### src/rtl/goomba_scheduler_if.sv
// Tile read bus between the goomba scheduler (master) and the background
// tile memory (slave). The request, row and column stay held until ack.
// tile_data is valid in the cycle that tile_ack is high.
interface goomba_scheduler_if;
    logic       tile_req;
    logic [3:0] tile_row;
    logic [4:0] tile_col;
    logic       tile_ack;
    logic [7:0] tile_data;

    modport master (output tile_req, tile_row, tile_col, input tile_ack, tile_data);
    modport slave  (input tile_req, tile_row, tile_col, output tile_ack, tile_data);
endinterface

### src/rtl/goomba_scheduler.sv
// goomba_scheduler: time-multiplexed mover for up to NUM_SLOTS goombas.
// Each move_tick starts one pass. The pass first handles a spawn attempt.
// It then visits every slot in turn, reading the tile ahead through one shared
// tile port, moving or reversing the goomba, and testing it against Mario.
// Optional feature macro GOOMBA_STOMP_EN: when it is defined, landing on a
// goomba's top half removes that goomba instead of setting lose.
module goomba_scheduler #(
    parameter int NUM_SLOTS       = 4,
    parameter int BDR             = 0,
    parameter int SKY             = 1,
    parameter int BLK             = 2,
    parameter int GND             = 3,
    parameter int CHARACTER_WIDTH = 42,
    parameter int SCREEN_WIDTH    = 640,
    parameter int BLOCK_WIDTH     = 40,
    parameter int GOOMBA_Y        = 360,
    parameter int SPAWN_X         = 600,
    parameter int SPAWN_PERIOD    = 256,
    parameter int STEP            = 1
) (
    input  logic                      vga_clock,
    input  logic                      reset,
    input  logic                      move_tick,
    input  logic signed [31:0]        mario_x,
    input  logic signed [31:0]        mario_y,
    goomba_scheduler_if.master        tile_bus,
    output logic [NUM_SLOTS*32-1:0]   goomba_x,
    output logic [31:0]               goomba_y,
    output logic [NUM_SLOTS-1:0]      goomba_active,
    output logic                      busy,
    output logic                      lose
);
    localparam logic [2:0] S_IDLE  = 3'd0;
    localparam logic [2:0] S_SPAWN = 3'd1;
    localparam logic [2:0] S_SCAN  = 3'd2;
    localparam logic [2:0] S_REQ   = 3'd3;
    localparam logic [2:0] S_WAIT  = 3'd4;
    localparam logic [2:0] S_MOVE  = 3'd5;
    localparam logic [2:0] S_HIT   = 3'd6;
    localparam logic [2:0] S_DONE  = 3'd7;

    localparam logic [2:0] LAST_SLOT = 3'(NUM_SLOTS - 1);

    logic [2:0]                 state_reg;
    logic [2:0]                 slot_reg;
    logic [31:0]                spawn_cnt_reg;
    logic signed [31:0]         probe_reg;
    logic [7:0]                 tile_reg;
    logic                       tile_req_reg;
    logic [3:0]                 tile_row_reg;
    logic [4:0]                 tile_col_reg;
    logic                       busy_reg;
    logic                       lose_reg;

    logic [NUM_SLOTS*32-1:0]    x_flat;
    logic [NUM_SLOTS-1:0]       dir_vec;   // 1 = moving right
    logic [NUM_SLOTS-1:0]       act_vec;

    logic signed [31:0]         cur_x;
    logic                       cur_dir;
    logic                       cur_active;
    logic                       free_found;
    logic [2:0]                 free_idx;
    logic signed [31:0]         probe_x;
    logic                       probe_oob;
    logic                       tile_solid;
    logic signed [31:0]         moved_x;
    logic                       kill;
    logic signed [32:0]         dx;
    logic signed [32:0]         dy;
    logic signed [32:0]         adx;
    logic signed [32:0]         ady;
    logic                       overlap;
    logic                       stomp;
    logic                       spawn_wrap;
    logic                       spawn_hit;

    // Select the slot currently being visited and find the lowest free slot.
    always_comb begin
        cur_x      = '0;
        cur_dir    = 1'b0;
        cur_active = 1'b0;
        free_found = 1'b0;
        free_idx   = 3'd0;
        for (int k = 0; k < NUM_SLOTS; k++) begin
            if (slot_reg == 3'(k)) begin
                cur_x      = x_flat[k*32 +: 32];
                cur_dir    = dir_vec[k];
                cur_active = act_vec[k];
            end
        end
        for (int k = NUM_SLOTS - 1; k >= 0; k--) begin
            if (!act_vec[k]) begin
                free_found = 1'b1;
                free_idx   = 3'(k);
            end
        end
    end

    // Decode the captured tile: border and block stop a goomba, anything else is open.
    always_comb begin
        case (tile_reg)
            8'(BLK), 8'(BDR): tile_solid = 1'b1;
            8'(SKY), 8'(GND): tile_solid = 1'b0;
            default:          tile_solid = 1'b0;
        endcase
    end

    // Probe point, move result and Mario overlap for the current slot (33-bit distances).
    always_comb begin
        probe_x   = cur_dir ? cur_x + CHARACTER_WIDTH - 1 + STEP : cur_x - STEP;
        probe_oob = (probe_x < 0) || (probe_x >= SCREEN_WIDTH);
        moved_x   = tile_solid ? cur_x : (cur_dir ? cur_x + STEP : cur_x - STEP);
        kill      = (moved_x + CHARACTER_WIDTH) <= 0;
        dx        = 33'(mario_x) - 33'(cur_x);
        dy        = 33'(mario_y) - 33'(GOOMBA_Y);
        adx       = dx[32] ? -dx : dx;
        ady       = dy[32] ? -dy : dy;
        overlap   = (adx < 33'(CHARACTER_WIDTH)) && (ady < 33'(CHARACTER_WIDTH));
    end

`ifdef GOOMBA_STOMP_EN
    assign stomp = overlap && (mario_y + CHARACTER_WIDTH - 1 < GOOMBA_Y + CHARACTER_WIDTH / 2);
`else
    assign stomp = 1'b0;
`endif

    assign spawn_wrap = (spawn_cnt_reg == 32'(SPAWN_PERIOD - 1));
    assign spawn_hit  = (state_reg == S_SPAWN) && spawn_wrap && free_found;

    // Per-slot state: position, heading and alive flag.
    for (genvar gi = 0; gi < NUM_SLOTS; gi++) begin : g_slot
        logic signed [31:0] x_reg;
        logic               dir_reg;
        logic               act_reg;

        // Update this slot on spawn, on its own move step, or on a stomp.
        always_ff @(posedge vga_clock or negedge reset) begin
            if (!reset) begin
                x_reg   <= '0;
                dir_reg <= 1'b0;
                act_reg <= 1'b0;
            end else if (spawn_hit && free_idx == 3'(gi)) begin
                x_reg   <= 32'(SPAWN_X);
                dir_reg <= 1'b0;
                act_reg <= 1'b1;
            end else if (state_reg == S_MOVE && slot_reg == 3'(gi)) begin
                x_reg <= moved_x;
                if (tile_solid) dir_reg <= ~dir_reg;
                if (kill) act_reg <= 1'b0;
            end else if (state_reg == S_HIT && slot_reg == 3'(gi) && act_reg && stomp) begin
                act_reg <= 1'b0;
            end
        end

        assign x_flat[gi*32 +: 32] = x_reg;
        assign dir_vec[gi]         = dir_reg;
        assign act_vec[gi]         = act_reg;
    end

    // Pass sequencer: spawn, then visit every slot through the shared tile port.
    always_ff @(posedge vga_clock or negedge reset) begin
        if (!reset) begin
            state_reg     <= S_IDLE;
            slot_reg      <= 3'd0;
            spawn_cnt_reg <= '0;
            probe_reg     <= '0;
            tile_reg      <= '0;
            tile_req_reg  <= 1'b0;
            tile_row_reg  <= '0;
            tile_col_reg  <= '0;
            busy_reg      <= 1'b0;
            lose_reg      <= 1'b0;
        end else begin
            case (state_reg)
                S_IDLE: begin
                    if (move_tick && !lose_reg) begin
                        busy_reg  <= 1'b1;
                        state_reg <= S_SPAWN;
                    end
                end
                S_SPAWN: begin
                    spawn_cnt_reg <= spawn_wrap ? '0 : spawn_cnt_reg + 32'd1;
                    slot_reg      <= 3'd0;
                    state_reg     <= S_SCAN;
                end
                S_SCAN: begin
                    if (!cur_active) begin
                        if (slot_reg == LAST_SLOT) begin
                            state_reg <= S_DONE;
                        end else begin
                            slot_reg  <= slot_reg + 3'd1;
                            state_reg <= S_SCAN;
                        end
                    end else begin
                        probe_reg <= probe_x;
                        if (probe_oob) begin
                            tile_reg  <= 8'(BDR);
                            state_reg <= S_MOVE;
                        end else begin
                            state_reg <= S_REQ;
                        end
                    end
                end
                S_REQ: begin
                    tile_req_reg <= 1'b1;
                    tile_row_reg <= 4'(GOOMBA_Y / BLOCK_WIDTH);
                    tile_col_reg <= 5'(probe_reg / BLOCK_WIDTH);
                    state_reg    <= S_WAIT;
                end
                S_WAIT: begin
                    if (tile_bus.tile_ack) begin
                        tile_req_reg <= 1'b0;
                        tile_reg     <= tile_bus.tile_data;
                        state_reg    <= S_MOVE;
                    end
                end
                S_MOVE: begin
                    state_reg <= S_HIT;
                end
                S_HIT: begin
                    if (cur_active && overlap && !stomp) lose_reg <= 1'b1;
                    if (slot_reg == LAST_SLOT) begin
                        state_reg <= S_DONE;
                    end else begin
                        slot_reg  <= slot_reg + 3'd1;
                        state_reg <= S_SCAN;
                    end
                end
                default: begin
                    busy_reg  <= 1'b0;
                    state_reg <= S_IDLE;
                end
            endcase
        end
    end

    assign tile_bus.tile_req = tile_req_reg;
    assign tile_bus.tile_row = tile_row_reg;
    assign tile_bus.tile_col = tile_col_reg;
    assign goomba_x          = x_flat;
    assign goomba_active     = act_vec;
    assign goomba_y          = 32'(GOOMBA_Y);
    assign busy              = busy_reg;
    assign lose              = lose_reg;
endmodule

### src/flat_wrapper.sv
// flat-port wrapper written by rule: the top's interface ports become plain ports
module goomba_scheduler_flat 
#(
    parameter int NUM_SLOTS       = 4,
    parameter int BDR             = 0,
    parameter int SKY             = 1,
    parameter int BLK             = 2,
    parameter int GND             = 3,
    parameter int CHARACTER_WIDTH = 42,
    parameter int SCREEN_WIDTH    = 640,
    parameter int BLOCK_WIDTH     = 40,
    parameter int GOOMBA_Y        = 360,
    parameter int SPAWN_X         = 600,
    parameter int SPAWN_PERIOD    = 256,
    parameter int STEP            = 1
)
  (vga_clock, reset, move_tick, mario_x, mario_y, goomba_x, goomba_y, goomba_active, busy, lose, tile_bus_tile_req, tile_bus_tile_row, tile_bus_tile_col, tile_bus_tile_ack, tile_bus_tile_data);
  goomba_scheduler_if tile_bus_i ();
  input  logic vga_clock;
  input  logic reset;
  input  logic move_tick;
  input  logic signed [31:0] mario_x;
  input  logic signed [31:0] mario_y;
  output logic [NUM_SLOTS*32-1:0] goomba_x;
  output logic [31:0] goomba_y;
  output logic [NUM_SLOTS-1:0] goomba_active;
  output logic busy;
  output logic lose;
  output wire logic [$bits(tile_bus_i.tile_req)-1:0] tile_bus_tile_req;
  output wire logic [$bits(tile_bus_i.tile_row)-1:0] tile_bus_tile_row;
  output wire logic [$bits(tile_bus_i.tile_col)-1:0] tile_bus_tile_col;
  input wire logic [$bits(tile_bus_i.tile_ack)-1:0] tile_bus_tile_ack;
  input wire logic [$bits(tile_bus_i.tile_data)-1:0] tile_bus_tile_data;
  assign tile_bus_tile_req = tile_bus_i.tile_req;
  assign tile_bus_tile_row = tile_bus_i.tile_row;
  assign tile_bus_tile_col = tile_bus_i.tile_col;
  assign tile_bus_i.tile_ack = tile_bus_tile_ack;
  assign tile_bus_i.tile_data = tile_bus_tile_data;
  goomba_scheduler #(.NUM_SLOTS(NUM_SLOTS), .BDR(BDR), .SKY(SKY), .BLK(BLK), .GND(GND), .CHARACTER_WIDTH(CHARACTER_WIDTH), .SCREEN_WIDTH(SCREEN_WIDTH), .BLOCK_WIDTH(BLOCK_WIDTH), .GOOMBA_Y(GOOMBA_Y), .SPAWN_X(SPAWN_X), .SPAWN_PERIOD(SPAWN_PERIOD), .STEP(STEP)) u_core (.vga_clock(vga_clock), .reset(reset), .move_tick(move_tick), .mario_x(mario_x), .mario_y(mario_y), .tile_bus(tile_bus_i), .goomba_x(goomba_x), .goomba_y(goomba_y), .goomba_active(goomba_active), .busy(busy), .lose(lose));
endmodule
### config.mk
export PLATFORM = sky130hd
export DESIGN_NAME = goomba_scheduler_flat
export DESIGN_NICKNAME = d
export VERILOG_FILES = /design/src/rtl/goomba_scheduler_if.sv /design/src/rtl/goomba_scheduler.sv /design/src/flat_wrapper.sv
export SDC_FILE = /design/constraint.sdc
export NUM_CORES = 1
export LEC_CHECK = 0
export BUFFER_PORTS_ARGS = -buffer_cell sky130_fd_sc_hd__buf_4
export CORE_UTILIZATION = 35
export CTS_CLUSTER_SIZE = 40
export DETAILED_ROUTE_END_ITERATION = 8
export PLACE_DENSITY = 0.51
export SYNTH_ARGS = -nofsm -noshare
export SYNTH_HDL_FRONTEND = slang
export SYNTH_SLANG_ARGS = --single-unit
### constraint.sdc
create_clock -name vga_clock -period 14.1 [get_ports vga_clock]
set_input_delay 2.115 -clock vga_clock [delete_from_list [all_inputs] [get_ports vga_clock]]
set_output_delay 2.115 -clock vga_clock [all_outputs]
set_load 0.1 [all_outputs]
Word-level counts from Yosys, hierarchy flattened
Cells that the tools add are included.

storage, ports and cells
  word-level logic and storage cells = 188
  flip-flop bits (word level) = 223
  input bits = 76

operators by class
  bitwise gates (word level) = 5
  divide/modulo/power cells = 1
  equal/unequal tests = 19
  reduce and logical (&&, ||, !) cells = 51
  magnitude comparators = 5
  muxes and demuxes = 73
  $add $sub $neg = 12

operator list
  operator                number
  $mux 32                 16
  $lt 33x7->1 const B     2
  $mux 33                 2
  $neg 33->33             2
  $add 32x2->32 const B   2
  $add 32x7->32 const B   2
  $sub 32x2->32 const B   2
  $mux 1                  36
  $sub 32x10->33 const B  1
  $sub 32x32->33          1
  $add 32x1->32 const B   1
  $div 32x7->32 const B   1
  $eq 32x8->1 const B     1
  $ge 32x11->1 const B    1
  $le 32x1->1 const B     1
  $lt 32x1->1 const B     1
  $mux 3                  10
  $reduce_and 2->1        14
  $reduce_bool 2->1       14
  $mux 8                  3
  $pmux 3 s7              1
  $eq 3x2->1 const B      6
  $pmux 8 s2              1
  $logic_and 1x1->1       13
  18 further kinds        32

Longest topological paths before layout
Gate-level depths: netlist of run 1.

  depth in word-level cells = 14
  gate-level depth with buffers = 47
  depth with buffers taken out = 44

Least setup slack after synthesis of run 1
Ideal clock, no wire load.

  kind = register to register
  from = register u_core.probe_reg[13]
  to = register u_core.tile_col_reg[1] (netlist: u_core.tile_bus.tile_col[1])
  setup time = 0.133 ns
  setup slack = 3.589 ns
  clock period less this slack = 10.511 ns
  cell stages (with the launch flop) = 45
  data arrival time = 10.378 ns
  required time = 13.967 ns
  path through = dfrtp_1 > buf_6 > or4_4 > buf_6 > or4_1 > nor3_1 > mux2_2 > o21ai_1 > a21boi_1 > buf_2 > a211oi_1 > and4b_1 > and3_1 > buf_2 > nor2_1 > or4_1 > mux2_2 > nand3_1 > (+9 left out) > o211ai_1 > o2111ai_1 > a211o_1 > a211o_1 > a2111oi_2 > o2111ai_1 > o21a_1 > buf_4 > o311ai_2 > o211ai_2 > mux2i_1 > a211oi_2 > o32ai_1 > mux2_1 > ha_1 > and3_1 > a21oi_1 > o31ai_2

between the ends
  cells in the longest elaborated chain, start to end = 1

RTL lines
  item                    RTL line                 source
  from (decl)             goomba_scheduler.sv:47   logic signed [31:0] probe_reg;
  from (signal assigned)  goomba_scheduler.sv:196  probe_reg <= probe_x;
  $div 32x7->32           goomba_scheduler.sv:208  tile_col_reg <= 5'(probe_reg / BLOCK_WIDTH);
  to (signal assigned)    goomba_scheduler.sv:208
  to (decl)               goomba_scheduler.sv:51   logic [4:0] tile_col_reg;

Every way passes these cells.
A chain may end at the register's enable or synchronous reset.

Final worst setup path of run 1
  from = register u_core.probe_reg[7]
  to = register u_core.tile_col_reg[1] (netlist: u_core.tile_bus.tile_col[1])

Same word-level chain as after synthesis.

==> results.sh, run 1 <==
export IMPL_outcome="finished, final reports clean"
export IMPL_cp_start_kind="flop"
export IMPL_syn_area_sq_um=20100
export IMPL_synth_warnings=0
export IMPL_avgSynthCellArea_sq_um=7.89
export IMPL_nets=2836
export IMPL_synthCells=2544
export IMPL_critPathBufInv=0
export IMPL_critPathRequiredTime_ps=14500
export IMPL_async_flop_share=1.00
export IMPL_antenna_found_initial=0
export IMPL_cts_clk_slew_worst_paths_ps=60
export IMPL_synth_edff_count=0
export IMPL_first_global_vias=19300
export IMPL_gp_congestion=0.927
export IMPL_cts_setup_buffers=0
export IMPL_multi_input_area_sq_um=13600
export IMPL_clockBufferDepth=3
export IMPL_wl_mm=71.5
export IMPL_cts_root_buffer="clkbuf_16"
export IMPL_port_buffers=216
export IMPL_crit_path_max_fanout=31
export IMPL_drt_iter0_markers=1653
export IMPL_start_util=0.355
export IMPL_synth_seq_area_share=0.277
export IMPL_die_h_microns=241
export IMPL_cpMaxStageDelayCell="o22ai_4"
export IMPL_cts_sinks=222
export IMPL_htreeDepth=1
export IMPL_std_cell_rows=87
export IMPL_area_growth_pct=15.7
export IMPL_crit_path_end_kind="flop"
export IMPL_hold_viol_final=0
export IMPL_finalSetupViolCount=0
export IMPL_max_cap_violations=0
export IMPL_core_area_sq_um=56500
export IMPL_fin_worst_skew_ps=37.2
export IMPL_hp_class="flop to flop"
export IMPL_holdBufCountCts=0
export IMPL_r2r_start="u_core.probe_reg[7]"
export IMPL_grt_max_degree=92
export IMPL_pin_count=252
export IMPL_die_area_sq_um=58300
export IMPL_cp_top_family="compound AO/OA/AOI/OAI gates"
export IMPL_startpoint="u_core.probe_reg[7]"
export IMPL_dieWidth_microns=241
export IMPL_rsz0062_at_grt="no"
export IMPL_synth_flop_cell="dfrtp_1"
export IMPL_fmax_ghz=0.0761
export IMPL_cts_tree="yes"
export IMPL_min_from="u_core.tile_reg[6]"
export IMPL_vias=20400
export IMPL_maxSlewViolCount=0
export IMPL_seqCellArea_sq_um=5560
export IMPL_ys_ff_latch=222
export IMPL_final_area_sq_um=23200
export IMPL_largest_reg_flops=128
export IMPL_hpwl_mm=53.4
export IMPL_via_per_inst=5.86
export IMPL_detail_route_antenna_nets=0
export IMPL_crit_top_cell="a21oi_1"
export IMPL_post_place_ws_ps=1150
export IMPL_globalRouteOverflowTotal=0
export IMPL_insertion_delay_ps=560
export IMPL_grt_usage=0.240
export IMPL_first_pass_iters=8
export IMPL_cts_resized=0
export IMPL_hold_ws_ps=478
export IMPL_antenna_cells=0
export IMPL_synth_cell_types=118
export IMPL_setup_tns_ps=0
export IMPL_cts_made_buffers=26
export IMPL_fin_ws_ps=953
export IMPL_drive_above_1_share=0.149
export IMPL_fillers=5774
export IMPL_path_class="flop to flop"
export IMPL_most_common_layout_cells="buf_4 (267), nand2_1 (259), nor2_1 (254), dfrtp_1 (222), a21oi_1 (165)"
export IMPL_mostFrequentLayoutCell="buf_4"
export IMPL_placed_cell_area_sq_um=22400
export IMPL_drc=0
export IMPL_critPathMaxStageDelay_ps=750
export IMPL_crit_arrival_ps=13550
export IMPL_grt_first_pass_wirelength_mm=111
export IMPL_layout_min_cycle_time_ps=13150
export IMPL_final_period_utilization=0.932
export IMPL_wl_per_cell_microns=20.5
export IMPL_slew_headroom=0.224
export IMPL_worstMarginPinSlew_ps=1160
==> metal layers <==
layer,wire length [microns],track usage,up-vias,share of wire
li1,-,-,9727,-
met1,32300,0.327,9938,0.45
met2,33100,0.392,631,0.46
met3,3740,0.0324,126,0.052
met4,2400,0.0742,0,0.034
met5,0,0,-,0
==> layout make-up <==
type,instances,share of cell area
well taps,756,0.0407
clock buffers,36,0.0318
flip-flops and latches,222,0.239
repair buffers,268,0.0870
clock inverters,11,0.00447
inverters,77,0.0125
multi-input cells,2114,0.584
==> cells in the mapped netlist (44+ instances only) <==
library cell  count  area share
nor3_1          111       0.028
nor2_1          261       0.049
clkbuf_1         92       0.017
nand3_1          85       0.021
a221oi_1         44       0.019
dfrtp_1         222        0.28
xnor2_1         140       0.061
xor2_1           79       0.034
inv_1            77       0.014
nand2_1         259       0.048
a21oi_1         165       0.041
a22o_1          106       0.046
o21ai_0         158       0.039
ha_1             50       0.031
==> path summary, 6_finish.rpt <==
check / cells after the start / endpoint / slack [ps]
max: 38 / u_core.tile_bus.tile_col[1] / 950
min: 2 / u_core.tile_reg[6] / 480
max reg2reg: 38 / u_core.tile_bus.tile_col[1] / 950
min reg2reg: 2 / u_core.tile_reg[6] / 480
max in group asynchronous: 2 / u_core.probe_reg[13] / 11110
min in group asynchronous: 1 / u_core.g_slot[1].x_reg[2] / 1550
==> kinds of logic (layout without fill, tap and decap cells) <==
family	after synthesis	in the layout	synth area share
muxes	34	34	0.0191
DFF	222	222	0.277
xor gates and xnor gates	219	219	0.0956
AOI/OAI and AO/OA	793	793	0.283
adders and majority gates	52	52	0.0327
other	2	34	0.000374
buffers and inverters	240	392	0.0557
and+or+nand+nor	982	982	0.237
==> metrics by stage <==
step,util,instances
3_5_place_dp,0.396,3437
5_1_grt,0.411,3484
4_1_cts,0.411,3484
3_3_place_gp,0.396,3437
6_report,0.411,3484
2_1_floorplan,-,2576
==> worst reg2reg max path, delay by kind of cell (launching register included) <==
kind	cells	cell delay, ps
AO/OA/AOI/OAI	26	8070
adder cells (fa/ha/maj)	1	280
AND/OR/NAND/NOR	6	2470
flip-flops	1	430
multiplexers	4	1600
XOR/XNOR	1	190
Power of run 1 is left out: the tool's default activity adds up to more than one toggle a clock period on the data nets, which glitch-free logic cannot reach.
==> run 2: changes to the inputs <==
- CORE_UTILIZATION: 35 -> 45
- PLACE_DENSITY: 0.51 -> unset
==> run 2 against run 1 <==
Register-to-register slack lost 30 ps. Die area shrank 22%. Clock skew shrank 21 ps. Worst hold slack gained 7.8 ps. Final cell count shrank 4.6%. First-iteration DRC count grew 8.7%. Critical path depth is the same. Critical endpoint is now u_core.tile_bus.tile_col[4]. Highest routed layer unchanged.
==> results.sh, run 2 (synthesis results as in run 1) <==
export IMPL_outcome="finished, final reports clean"
export IMPL_most_common_layout_cells="buf_4 (269), nand2_1 (259), nor2_1 (254), dfrtp_1 (222), a21oi_1 (165)"
export IMPL_die_area_sq_um=45500
export IMPL_cts_root_buffer="clkbuf_16"
export IMPL_insertion_delay_ps=550
export IMPL_via_per_inst=6.16
export IMPL_maxSlewViolCount=0
export IMPL_hold_depth=1
export IMPL_min_to="u_core.spawn_cnt_reg[31]"
export IMPL_cp_start_kind="flop"
export IMPL_grt_usage=0.296
export IMPL_core_area_sq_um=44100
export IMPL_htreeDepth=1
export IMPL_fin_worst_skew_ps=16.3
export IMPL_grt_first_pass_wirelength_mm=107
export IMPL_crit_arrival_ps=13660
export IMPL_worstMarginPinSlew_ps=1200
export IMPL_instances_no_fill=3323
export IMPL_area_growth_pct=14.7
export IMPL_rsz0062_at_grt="no"
export IMPL_cts_clk_slew_worst_paths_ps=60
export IMPL_drive_above_1_share=0.150
export IMPL_largest_reg_flops=128
export IMPL_vias=20500
export IMPL_pin_count=252
export IMPL_fmax_ghz=0.0759
export IMPL_antenna_found_initial=2
export IMPL_gp_congestion=0.911
export IMPL_cts_setup_buffers=0
export IMPL_cts_tree="yes"
export IMPL_first_global_vias=19100
export IMPL_reg2reg_to="u_core.tile_bus.tile_col[4]"
export IMPL_hp_class="flop to flop"
export IMPL_crit_path_end_kind="flop"
export IMPL_dieWidth_microns=213
export IMPL_nets=2837
export IMPL_cpMaxStageDelayCell="o22ai_4"
export IMPL_mostFrequentLayoutCell="buf_4"
export IMPL_final_area_sq_um=23000
export IMPL_port_buffers=216
export IMPL_hpwl_mm=51.6
export IMPL_min_from="u_core.spawn_cnt_reg[31]"
export IMPL_path_class="flop to flop"
export IMPL_critPathRequiredTime_ps=14580
export IMPL_r2r_start="u_core.probe_reg[13]"
export IMPL_cts_sinks=222
export IMPL_globalRouteOverflowTotal=0
export IMPL_finalSetupViolCount=0
export IMPL_drt_iter0_markers=1796
export IMPL_drc=0
export IMPL_clockBufferDepth=3
export IMPL_layout_min_cycle_time_ps=13170
export IMPL_start_util=0.455
export IMPL_std_cell_rows=77
export IMPL_placed_cell_area_sq_um=22200
export IMPL_rrSetupSlack_ps=930
export IMPL_cts_made_buffers=25
export IMPL_post_place_ws_ps=1160
export IMPL_hold_viol_final=0
export IMPL_place_inst=3275
export IMPL_cts_resized=0
export IMPL_first_pass_iters=6
export IMPL_crit_path_max_fanout=31
export IMPL_max_cap_violations=0
export IMPL_wl_per_cell_microns=20.7
export IMPL_r2r_cells=38
export IMPL_detail_route_antenna_nets=0
export IMPL_critPathMaxStageDelay_ps=740
export IMPL_setup_tns_ps=0
export IMPL_die_h_microns=213
export IMPL_wl_mm=68.7
export IMPL_fin_ws_ps=927
export IMPL_final_period_utilization=0.934
export IMPL_slew_headroom=0.196
export IMPL_grt_max_degree=92
export IMPL_holdBufCountCts=0
-- run 2: cell count changes in the layout (fill, tap and decap cells not counted), moves of 2 or more --
| cell | delta |
|---|---|
| diode_2 | +2 |
| clkbuf_8 | -3 |
| buf_4 | +2 |
| clkinvlp_4 | +2 |
| nor2_2 | +3 |
| nor2_4 | -3 |
| bufinv_16 | +2 |
-- run 2: worst max-delay path, delay by kind of cell (launching register included) --
family	cells	cell delay, ps
AO/OA/AOI/OAI	23	7720
AND/OR/NAND/NOR	9	2930
multiplexers	3	1050
XOR/XNOR	2	750
flip-flops	1	460
adder cells (fa/ha/maj)	1	180
-- run 2: metrics by stage --
step                 util  hold slack (ps)
floorplan               -              445
global placement    0.503              460
detailed placement  0.503              470
CTS                 0.521              484
global route        0.522              511
finish              0.522              486
-- run 2: worst max-delay path by stage --
stage	slack (ps)	to	cells past startpoint	startpoint
floorplan	3590	u_core.tile_bus.tile_col[1]	44	u_core.probe_reg[13]
global placement	1300	u_core.tile_bus.tile_col[1]	38	u_core.probe_reg[13]
CTS	1130	u_core.tile_bus.tile_col[4]	38	u_core.probe_reg[13]
finish	930	u_core.tile_bus.tile_col[4]	38	u_core.probe_reg[13]
global route	4	u_core.tile_bus.tile_col[4]	38	u_core.probe_reg[13]
detailed placement	1160	u_core.tile_bus.tile_col[1]	38	u_core.probe_reg[13]
-- run 2: area by class of cell --
class	count	area, sq um
well taps	592	741
multi-input cells	2114	13600
clock inverters	15	168
repair buffers	270	2030
clock buffers	31	668
diodes	2	5.00
inverters	77	289
fillers	4334	21100
flip-flops and latches	222	5560
-- run 2: metal layers --
| metal | share of wire | vias to the layer above | wire (microns) | global-route usage |
|---|---|---|---|---|
| li1 | - | 9729 | - | - |
| met1 | 0.43 | 9914 | 29600 | 0.396 |
| met2 | 0.48 | 730 | 32700 | 0.491 |
| met3 | 0.060 | 101 | 4150 | 0.0363 |
| met4 | 0.033 | 0 | 2260 | 0.107 |
| met5 | 0 | - | 0 | 0 |
Power of run 2 is left out for the same reason.
==> run 3: changes to the inputs <==
- CELL_PAD_IN_SITES_DETAIL_PLACEMENT: unset -> 0
- CELL_PAD_IN_SITES_GLOBAL_PLACEMENT: unset -> 1
- CTS_CLUSTER_SIZE: 40 -> 14
- PLACE_DENSITY_LB_ADDON: unset -> 0.1
==> run 3 against run 2 <==
Core utilization grew 0.094 points. Critical endpoint is now u_core.tile_bus.tile_col[1]. Clock-buffer cell count grew 2. Clock skew grew 26 ps. Critical path type unchanged. Wire length shrank 0.48%. Setup slack gained 150 ps. Design area grew 0.18%. Critical path depth is the same. Non-clock buffer count shrank 5. Final cell count shrank 0.15%. Die area is the same. Largest cell class unchanged.
==> results.sh, run 3 (synthesis results as in run 1) <==
export IMPL_cts_setup_buffers=0
export IMPL_antenna_found_initial=1
export IMPL_crit_arrival_ps=13430
export IMPL_cpMaxStageDelayCell="a21boi_1"
export IMPL_crit_path_max_fanout=15
export IMPL_cts_made_buffers=26
export IMPL_worstMarginPinSlew_ps=1150
export IMPL_vias=20600
export IMPL_maxSlewViolCount=0
export IMPL_globalRouteOverflowTotal=0
export IMPL_final_period_utilization=0.923
export IMPL_critPathMaxStageDelay_ps=780
export IMPL_cts_root_buffer="clkbuf_16"
export IMPL_clockBufferDepth=3
export IMPL_htreeDepth=1
export IMPL_gp_congestion=0.944
export IMPL_slew_headroom=0.232
export IMPL_pin_count=252
export IMPL_hpwl_mm=50.7
export IMPL_largest_reg_flops=128
export IMPL_most_common_layout_cells="buf_4 (264), nand2_1 (259), nor2_1 (254), dfrtp_1 (222), a21oi_1 (165)"
export IMPL_area_growth_pct=14.9
export IMPL_drt_iter0_markers=1896
export IMPL_wl_mm=68.4
export IMPL_cts_clk_slew_worst_paths_ps=60
export IMPL_fmax_ghz=0.0768
export IMPL_first_pass_iters=5
export IMPL_nets=2833
export IMPL_crit_path_end_kind="flop"
export IMPL_setup_tns_ps=0
export IMPL_hold_depth=1
export IMPL_fillers=4402
export IMPL_antenna_cells=0
export IMPL_std_cell_rows=77
export IMPL_wl_per_cell_microns=20.6
export IMPL_max_cap_violations=0
export IMPL_path_class="flop to flop"
export IMPL_cts_tree="yes"
export IMPL_outcome="finished, final reports clean"
export IMPL_start_util=0.455
export IMPL_r2r_cells=38
export IMPL_first_global_vias=19100
export IMPL_grt_max_degree=79
export IMPL_cts_sinks=222
export IMPL_hold_viol_final=0
export IMPL_port_buffers=216
export IMPL_grt_usage=0.293
export IMPL_via_per_inst=6.20
export IMPL_layout_min_cycle_time_ps=13020
export IMPL_rrSetupSlack_ps=1080
export IMPL_die_h_microns=213
export IMPL_grt_first_pass_wirelength_mm=106
export IMPL_core_area_sq_um=44100
export IMPL_finalSetupViolCount=0
export IMPL_drive_above_1_share=0.150
export IMPL_holdBufCountCts=0
export IMPL_critPathRequiredTime_ps=14510
export IMPL_die_area_sq_um=45500
export IMPL_crit_top_cell="a21oi_1"
export IMPL_rsz0062_at_grt="no"
export IMPL_drc=0
export IMPL_detail_route_antenna_nets=0
export IMPL_mostFrequentLayoutCell="buf_4"
export IMPL_dieWidth_microns=213
export IMPL_cp_start_kind="flop"
export IMPL_hp_class="flop to flop"
export IMPL_insertion_delay_ps=570
export IMPL_fin_worst_skew_ps=42.3
export IMPL_cts_resized=0
==> run 3: cell count changes in the layout (fill, tap and decap cells not counted), sizes merged <==
cell      change
buf           -5
clkbuf        +2
clkinv        +2
clkinvlp      -1
diode         -2
inv           -1
==> run 3: cell type report <==
cell class,instances,area [sq um],area share
multi-input cells,2114,13600,0.588
repair buffers,265,2000,0.0866
well taps,592,741,0.0321
clock inverters,15,184,0.00798
inverters,77,289,0.0125
flip-flops and latches,222,5560,0.241
clock buffers,33,727,0.0315
==> run 3: worst max-delay path, delay by kind of cell (launching register included) <==
family                   cells  cell delay (ps)
multiplexers                 5             1750
flip-flops                   1              460
AO/OA/AOI/OAI               23             7410
XOR/XNOR                     1              200
AND/OR/NAND/NOR              8             2770
adder cells (fa/ha/maj)      1              280
==> run 3: stage by stage <==
stage               area [sq um]  worst slack (ps)  instances  hold slack, ps   util
floorplan                  20200              3590       2576             445      -
global placement           22100              1620       3270             462  0.502
detailed placement         22100              1490       3270             470  0.502
CTS                        23100              1440       3318             481  0.523
global route               23100               341       3318             498  0.523
finish                     23100              1080       3318             476  0.523
==> run 3: path summary, 6_finish.rpt <==
check / from / endpoint
setup reg to reg: u_core.probe_reg[13] / u_core.tile_bus.tile_col[1]
hold reg to reg: u_core.spawn_cnt_reg[31] / u_core.spawn_cnt_reg[31]
min in group asynchronous: reset / u_core.g_slot[2].x_reg[18]
hold / removal: u_core.spawn_cnt_reg[31] / u_core.spawn_cnt_reg[31]
max in group asynchronous: reset / u_core.g_slot[0].x_reg[25]
setup / recovery: u_core.probe_reg[13] / u_core.tile_bus.tile_col[1]
==> run 3: metal layers <==
metal,GRT usage,routed length (microns)
met2,0.489,32300
met3,0.0388,3960
met1,0.397,30400
met4,0.0756,1780
met5,0,0
Power of run 3 is left out for the same reason.
